<file path="src/rtl/bit_place_scheduler.sv">
// bit_place_scheduler: round-robin reader of bit-place FIFO lanes producing weight << place entries
//   CLK/RSTN       clock, synchronous active-high reset
//   LaneReadReady  per-lane FIFO non-empty; LaneReadEnable one-cycle pop of the granted lane
//   LaneReadData   per-lane place (valid cycle after pop); LaneWeight per-lane weight
//   OutValid/OutReady handshake carrying OutLane, OutPlace, OutProduct
//   GrantCount     per-lane 16-bit handshake counters, present only with BIT_PLACE_SCHEDULER_STATS_EN
module bit_place_scheduler #(
  parameter int NUM_LANES = 4,
  parameter int LANE_W = 2,
  parameter int PLACE_W = 3,
  parameter int WEIGHT_W = 8,
  localparam int PROD_W = WEIGHT_W + 2**PLACE_W
) (
  input  logic                          CLK,
  input  logic                          RSTN,
  input  logic [NUM_LANES-1:0]          LaneReadReady,
  output logic [NUM_LANES-1:0]          LaneReadEnable,
  input  logic [NUM_LANES*PLACE_W-1:0]  LaneReadData,
  input  logic [NUM_LANES*WEIGHT_W-1:0] LaneWeight,
  output logic                          OutValid,
  input  logic                          OutReady,
  output logic [LANE_W-1:0]             OutLane,
  output logic [PLACE_W-1:0]            OutPlace,
  output logic [PROD_W-1:0]             OutProduct
`ifdef BIT_PLACE_SCHEDULER_STATS_EN
  ,
  output logic [NUM_LANES*16-1:0]       GrantCount
`endif
);
  typedef enum logic [1:0] {S_ARB = 2'd0, S_FETCH = 2'd1, S_OUT = 2'd2} state_t;
  state_t state_q, state_d;
  logic [LANE_W-1:0] grant_q, grant_d, last_q, last_d, lane_q, lane_d, pick;
  logic [PLACE_W-1:0] place_q, place_d;
  logic [PROD_W-1:0] prod_q, prod_d;
  logic [WEIGHT_W-1:0] weight;
  logic valid_q, valid_d, found, hs;
  // Search starts one past the last delivered lane so priority rotates
  always_comb begin
    pick = '0;
    found = 1'b0;
    for (int k = 1; k <= NUM_LANES; k++) begin
      if (!found && LaneReadReady[(int'(last_q) + k) % NUM_LANES]) begin
        found = 1'b1;
        pick = LANE_W'((int'(last_q) + k) % NUM_LANES);
      end
    end
  end
  assign weight = LaneWeight[grant_q*WEIGHT_W +: WEIGHT_W];
  assign hs = (state_q == S_OUT) && OutReady;
  always_comb begin
    state_d = state_q;
    grant_d = grant_q;
    last_d = last_q;
    valid_d = valid_q;
    lane_d = lane_q;
    place_d = place_q;
    prod_d = prod_q;
    LaneReadEnable = '0;
    case (state_q)
      S_ARB: if (found) begin
        LaneReadEnable = NUM_LANES'(1) << pick;
        grant_d = pick;
        state_d = S_FETCH;
      end
      S_FETCH: begin
        lane_d = grant_q;
        place_d = LaneReadData[grant_q*PLACE_W +: PLACE_W];
        prod_d = PROD_W'(weight) << LaneReadData[grant_q*PLACE_W +: PLACE_W];
        valid_d = 1'b1;
        state_d = S_OUT;
      end
      S_OUT: if (OutReady) begin
        valid_d = 1'b0;
        last_d = grant_q;
        state_d = S_ARB;
      end
      default: state_d = S_ARB;
    endcase
  end
  always_ff @(posedge CLK) begin
    if (RSTN) begin
      state_q <= S_ARB;
      grant_q <= '0;
      last_q <= LANE_W'(NUM_LANES - 1);
      valid_q <= 1'b0;
      lane_q <= '0;
      place_q <= '0;
      prod_q <= '0;
    end else begin
      state_q <= state_d;
      grant_q <= grant_d;
      last_q <= last_d;
      valid_q <= valid_d;
      lane_q <= lane_d;
      place_q <= place_d;
      prod_q <= prod_d;
    end
  end
  assign OutValid = valid_q;
  assign OutLane = lane_q;
  assign OutPlace = place_q;
  assign OutProduct = prod_q;
`ifdef BIT_PLACE_SCHEDULER_STATS_EN
  logic [15:0] cnt_q [NUM_LANES];
  always_ff @(posedge CLK) begin
    if (RSTN) for (int i = 0; i < NUM_LANES; i++) cnt_q[i] <= '0;
    else if (hs) cnt_q[grant_q] <= cnt_q[grant_q] + 16'd1;
  end
  for (genvar g = 0; g < NUM_LANES; g++) begin : g_cnt
    assign GrantCount[g*16 +: 16] = cnt_q[g];
  end
`else
  logic unused_hs;
  assign unused_hs = hs;
`endif
endmodule

</file>
<file path="config.mk">
export PLATFORM = sky130hd
export DESIGN_NAME = bit_place_scheduler
export DESIGN_NICKNAME = d
export VERILOG_FILES = /design/src/rtl/bit_place_scheduler.sv
export SDC_FILE = /design/constraint.sdc
export NUM_CORES = 1
export LEC_CHECK = 0
export ABC_AREA = 0
export CAP_MARGIN = 10
export CORE_ASPECT_RATIO = 1.25
export CORE_MARGIN = 4
export CORE_UTILIZATION = 37
export DETAILED_ROUTE_END_ITERATION = 12
export HOLD_SLACK_MARGIN = 0.02
export PLACE_DENSITY = 0.8
export SLEW_MARGIN = 20
export SYNTH_ARGS = -nofsm -noshare
export SYNTH_HDL_FRONTEND = slang
export SYNTH_SLANG_ARGS = --single-unit
</file>
<file path="constraint.sdc">
create_clock -name CLK -period 2 [get_ports CLK]
set_input_delay 0.4 -clock CLK [delete_from_list [all_inputs] [get_ports CLK]]
set_output_delay 0.4 -clock CLK [all_outputs]
set_load 0.02 [all_outputs]
</file>
==> reports/results.txt, run 1 <==
CTS root buffer: clkbuf_8
Flop and latch count out of synthesis: 27
Worst Hold Class: register to register
Layout cells sized above 1: 25.7%
Worst EP arrival: 2.16 ns
Initial antenna violation count: 0
Crit Reg-Reg Startpoint: grant_q[0]
Max clock buf depth: 2
Min cycle time layout: 1.99 ns
Fin Hold WS: 0.458 ns
Syn Area/Cell: 9.05 um2
Hold worst-path end: OutPlace[2]
Fmax: 502 MHz
Hold path depth: 2
Initial Util: 39.5%
Remaining antenna violation count after routing: 0
H-tree Lvls: 1
Port bufs: 75
Number of synthesized flops with an enable pin: 0
Setup TNS: 0 ns
CTS tree: done
Routed WL per cell: 15.8 um
Total gr overflow: 0
Gpl congestion: 0.816
Final Total Pwr: 1.85 mW
First-pass GRT wire length: 8250 um
Asr flop ratio synth: 0%
Seq/Total Area, Yosys: 32.6%
DRC violations left: 0
PD cells: 654 nW/um2
Via Count: 1787
Detailed placement HPWL: 3870 um
Worst-Skew Late Latency: 0.28 ns
Routed wire length: 5320 um
CP Max Fanout: 2
Vias per cell: 5.32
Die extent in x: 67.9 um
Synth Warn #: 0
Crit path required time: 2.17 ns
Reg-to-Reg End: OutProduct[10]
Final Cycle Share: 99.6%
Final nets: 332
CTS Sinks: 27
# rows: 26
Count of final setup violators: 0
Die Span Y: 82.8 um
First drt pass iteration count: 4
GRT Overall Usage: 18.7%
Commonest non-fill, non-tap cell in the layout: clkdlybuf4s50_1
Total leakage power: 1.13 nW
Outcome: completed
Worst path slowest cell: mux4_2
Reg2Reg Depth: 7
CP cell instances: clkdlybuf4s50_1, mux4_2, mux2_4, or3_4, o2111ai_2, a21oi_1
Ys flop type: dfxtp_1
Yosys cell types: 34
Final hold violation count: 0
Iteration-0 DRC Markers: 126
Placed insts: 324
Utilization after layout: 67.5%
Biggest area consumer among synthesized cells: dfxtp_1
Synthesized cell area: 1660 um2
Hold buffer count at cts: 0
Hold path startpoint: OutPlace[2]
Top-Level Pins: 77
Clk slew on worst S/H paths: 0.10 ns
Clock Skew: 0.00357 ns
RSZ-0062 raised after global routing: yes
Area contributors post-synth: dfxtp_1 33%, mux4_2 12%, mux2i_1 11%
CP max stage delay: 0.52 ns
Area fraction of the dominant cell type after synthesis: 32.6%
Core Footprint: 4200 um2
Post-Syn Instances: 183
Vias in the first global route: 1783
Num CTS Buffers: 3
Peak VDD IR: 0.356 mV
Most frequent cells in the layout: 61 x clkdlybuf4s50_1, 29 x buf_4, 26 x dfxtp_1
Antenna cell count: 0
Die Area: 5620 um2
Flop-to-flop setup slack: 0.008 ns
Largest net degree at the start of global routing: 28
Crit Path Class: input port to register
CP endpoint kind: register
Fin cells: 336
Syn_nets: 234
CP Launch Type: input port
Max-cap viol count: 0
Area growth, synth to finish: 71.0%
Pins Over Slew Limit: 0
-- worst max-delay path by stage --
| stage | startpoint | endpoint | slack (ns) | cells after the start |
|---|---|---|---|---|
| floorplan | grant_q[0] | OutProduct[6] | 0.04 | 7 |
| global placement | LaneReadReady[3] | LaneReadEnable[2] | -0.64 | 6 |
| detailed placement | LaneReadReady[3] | LaneReadEnable[0] | -0.68 | 6 |
| CTS | LaneReadData[0] | OutProduct[0] | -0.04 | 5 |
| global route | grant_q[0] | OutProduct[6] | -0.07 | 6 |
| finish | LaneReadData[1] | OutProduct[6] | 0.008 | 6 |
-- critical path: cells and delay by family --
| kind | cells | cell delay (ns) |
|---|---|---|
| buf+inv | 1 | 0.40 |
| simple gates | 1 | 0.33 |
| compound gates | 2 | 0.17 |
| mux | 2 | 0.86 |
-- power by group --
part	switching [mW]	total, mW	internal, mW
clock network	0.179	0.321	0.142
registers	0.0378	0.623	0.585
logic	0.415	0.907	0.492
total	0.632	1.85	1.22
-- per-layer routing --
metal  up-vias  share of wire [%]  track usage (%)
li1        863                  -                -
met1       824                 36             20.8
met2        79                 54             34.3
met3        21                6.3             3.78
met4         0                3.4             5.79
met5         -                  0                0
-- registers in the layout, indices dropped and copies added (netlist names) --
signal,count
OutProduct,15
grant_q,2
OutValid,1
last_q,2
state_q,2
OutLane,2
OutPlace,3
-- synthesized netlist by cell type (2+ instances only) --
library cell	count
a211oi_1	7
a21oi_1	16
a22oi_1	4
buf_2	3
buf_4	2
buf_6	3
clkbuf_1	8
dfxtp_1	27
inv_1	4
mux2i_1	18
mux4_1	2
mux4_2	9
nand2_1	17
nand2b_1	8
nand3b_1	2
nor2_1	26
nor2b_1	2
nor3_1	7
nor4_1	2
o21ai_0	2
-- layout make-up --
class                           instances  area, um2
Timing Repair Buffer                  108       1030
Tap cell                               56       70.1
Clock inverter                          1       7.51
Multi-Input combinational cell        137       1120
Inverter                                4       15.0
Sequential cell                        27        544
Clock buffer                            3       41.3
Fill cell                             324       1360
-- cells by family (layout without fill, tap and decap cells) --
| kind of cell | count (synthesis) | after routing | synth area share (%) |
|---|---|---|---|
| muxes | 31 | 32 | 27.9 |
| and+or+nand+nor | 69 | 69 | 19.3 |
| other | 1 | 1 | 0.226 |
| AOI/OAI and AO/OA | 35 | 35 | 13.4 |
| buffers and inverters | 20 | 116 | 6.57 |
| DFF | 27 | 27 | 32.6 |
-- stage by stage --
stage | setup slack, ns | instance area (um2)
5_1_grt | -0.0690 | 2830
3_3_place_gp | -0.639 | 2580
4_1_cts | -0.0352 | 2670
3_5_place_dp | -0.677 | 2580
6_report | 0.00817 | 2830
2_1_floorplan | 0.0424 | 1660
-- what timing repair did --
action                                  4_1_cts  5_1_grt
endpoints found under the setup margin       19       17
setup buffers                                 2        5
resized for setup                            32       35
pin swaps                                     4        9
cloned                                        1        0
hold endpoints to repair                      0        0
No activity file was read; power rests on OpenSTA's default activity.
==> inputs of run 2 (changes only) <==
--- a/config.mk
+++ b/config.mk
@@ -6,7 +6,7 @@
 export NUM_CORES = 1
 export LEC_CHECK = 0
 export ABC_AREA = 0
-export CAP_MARGIN = 10
+export CAP_MARGIN = 20
 export CORE_ASPECT_RATIO = 1.25
 export CORE_MARGIN = 4
 export CORE_UTILIZATION = 37
==> results of run 2 <==
Same layout as run 1: the final DEF is identical, and so are final timing and power.
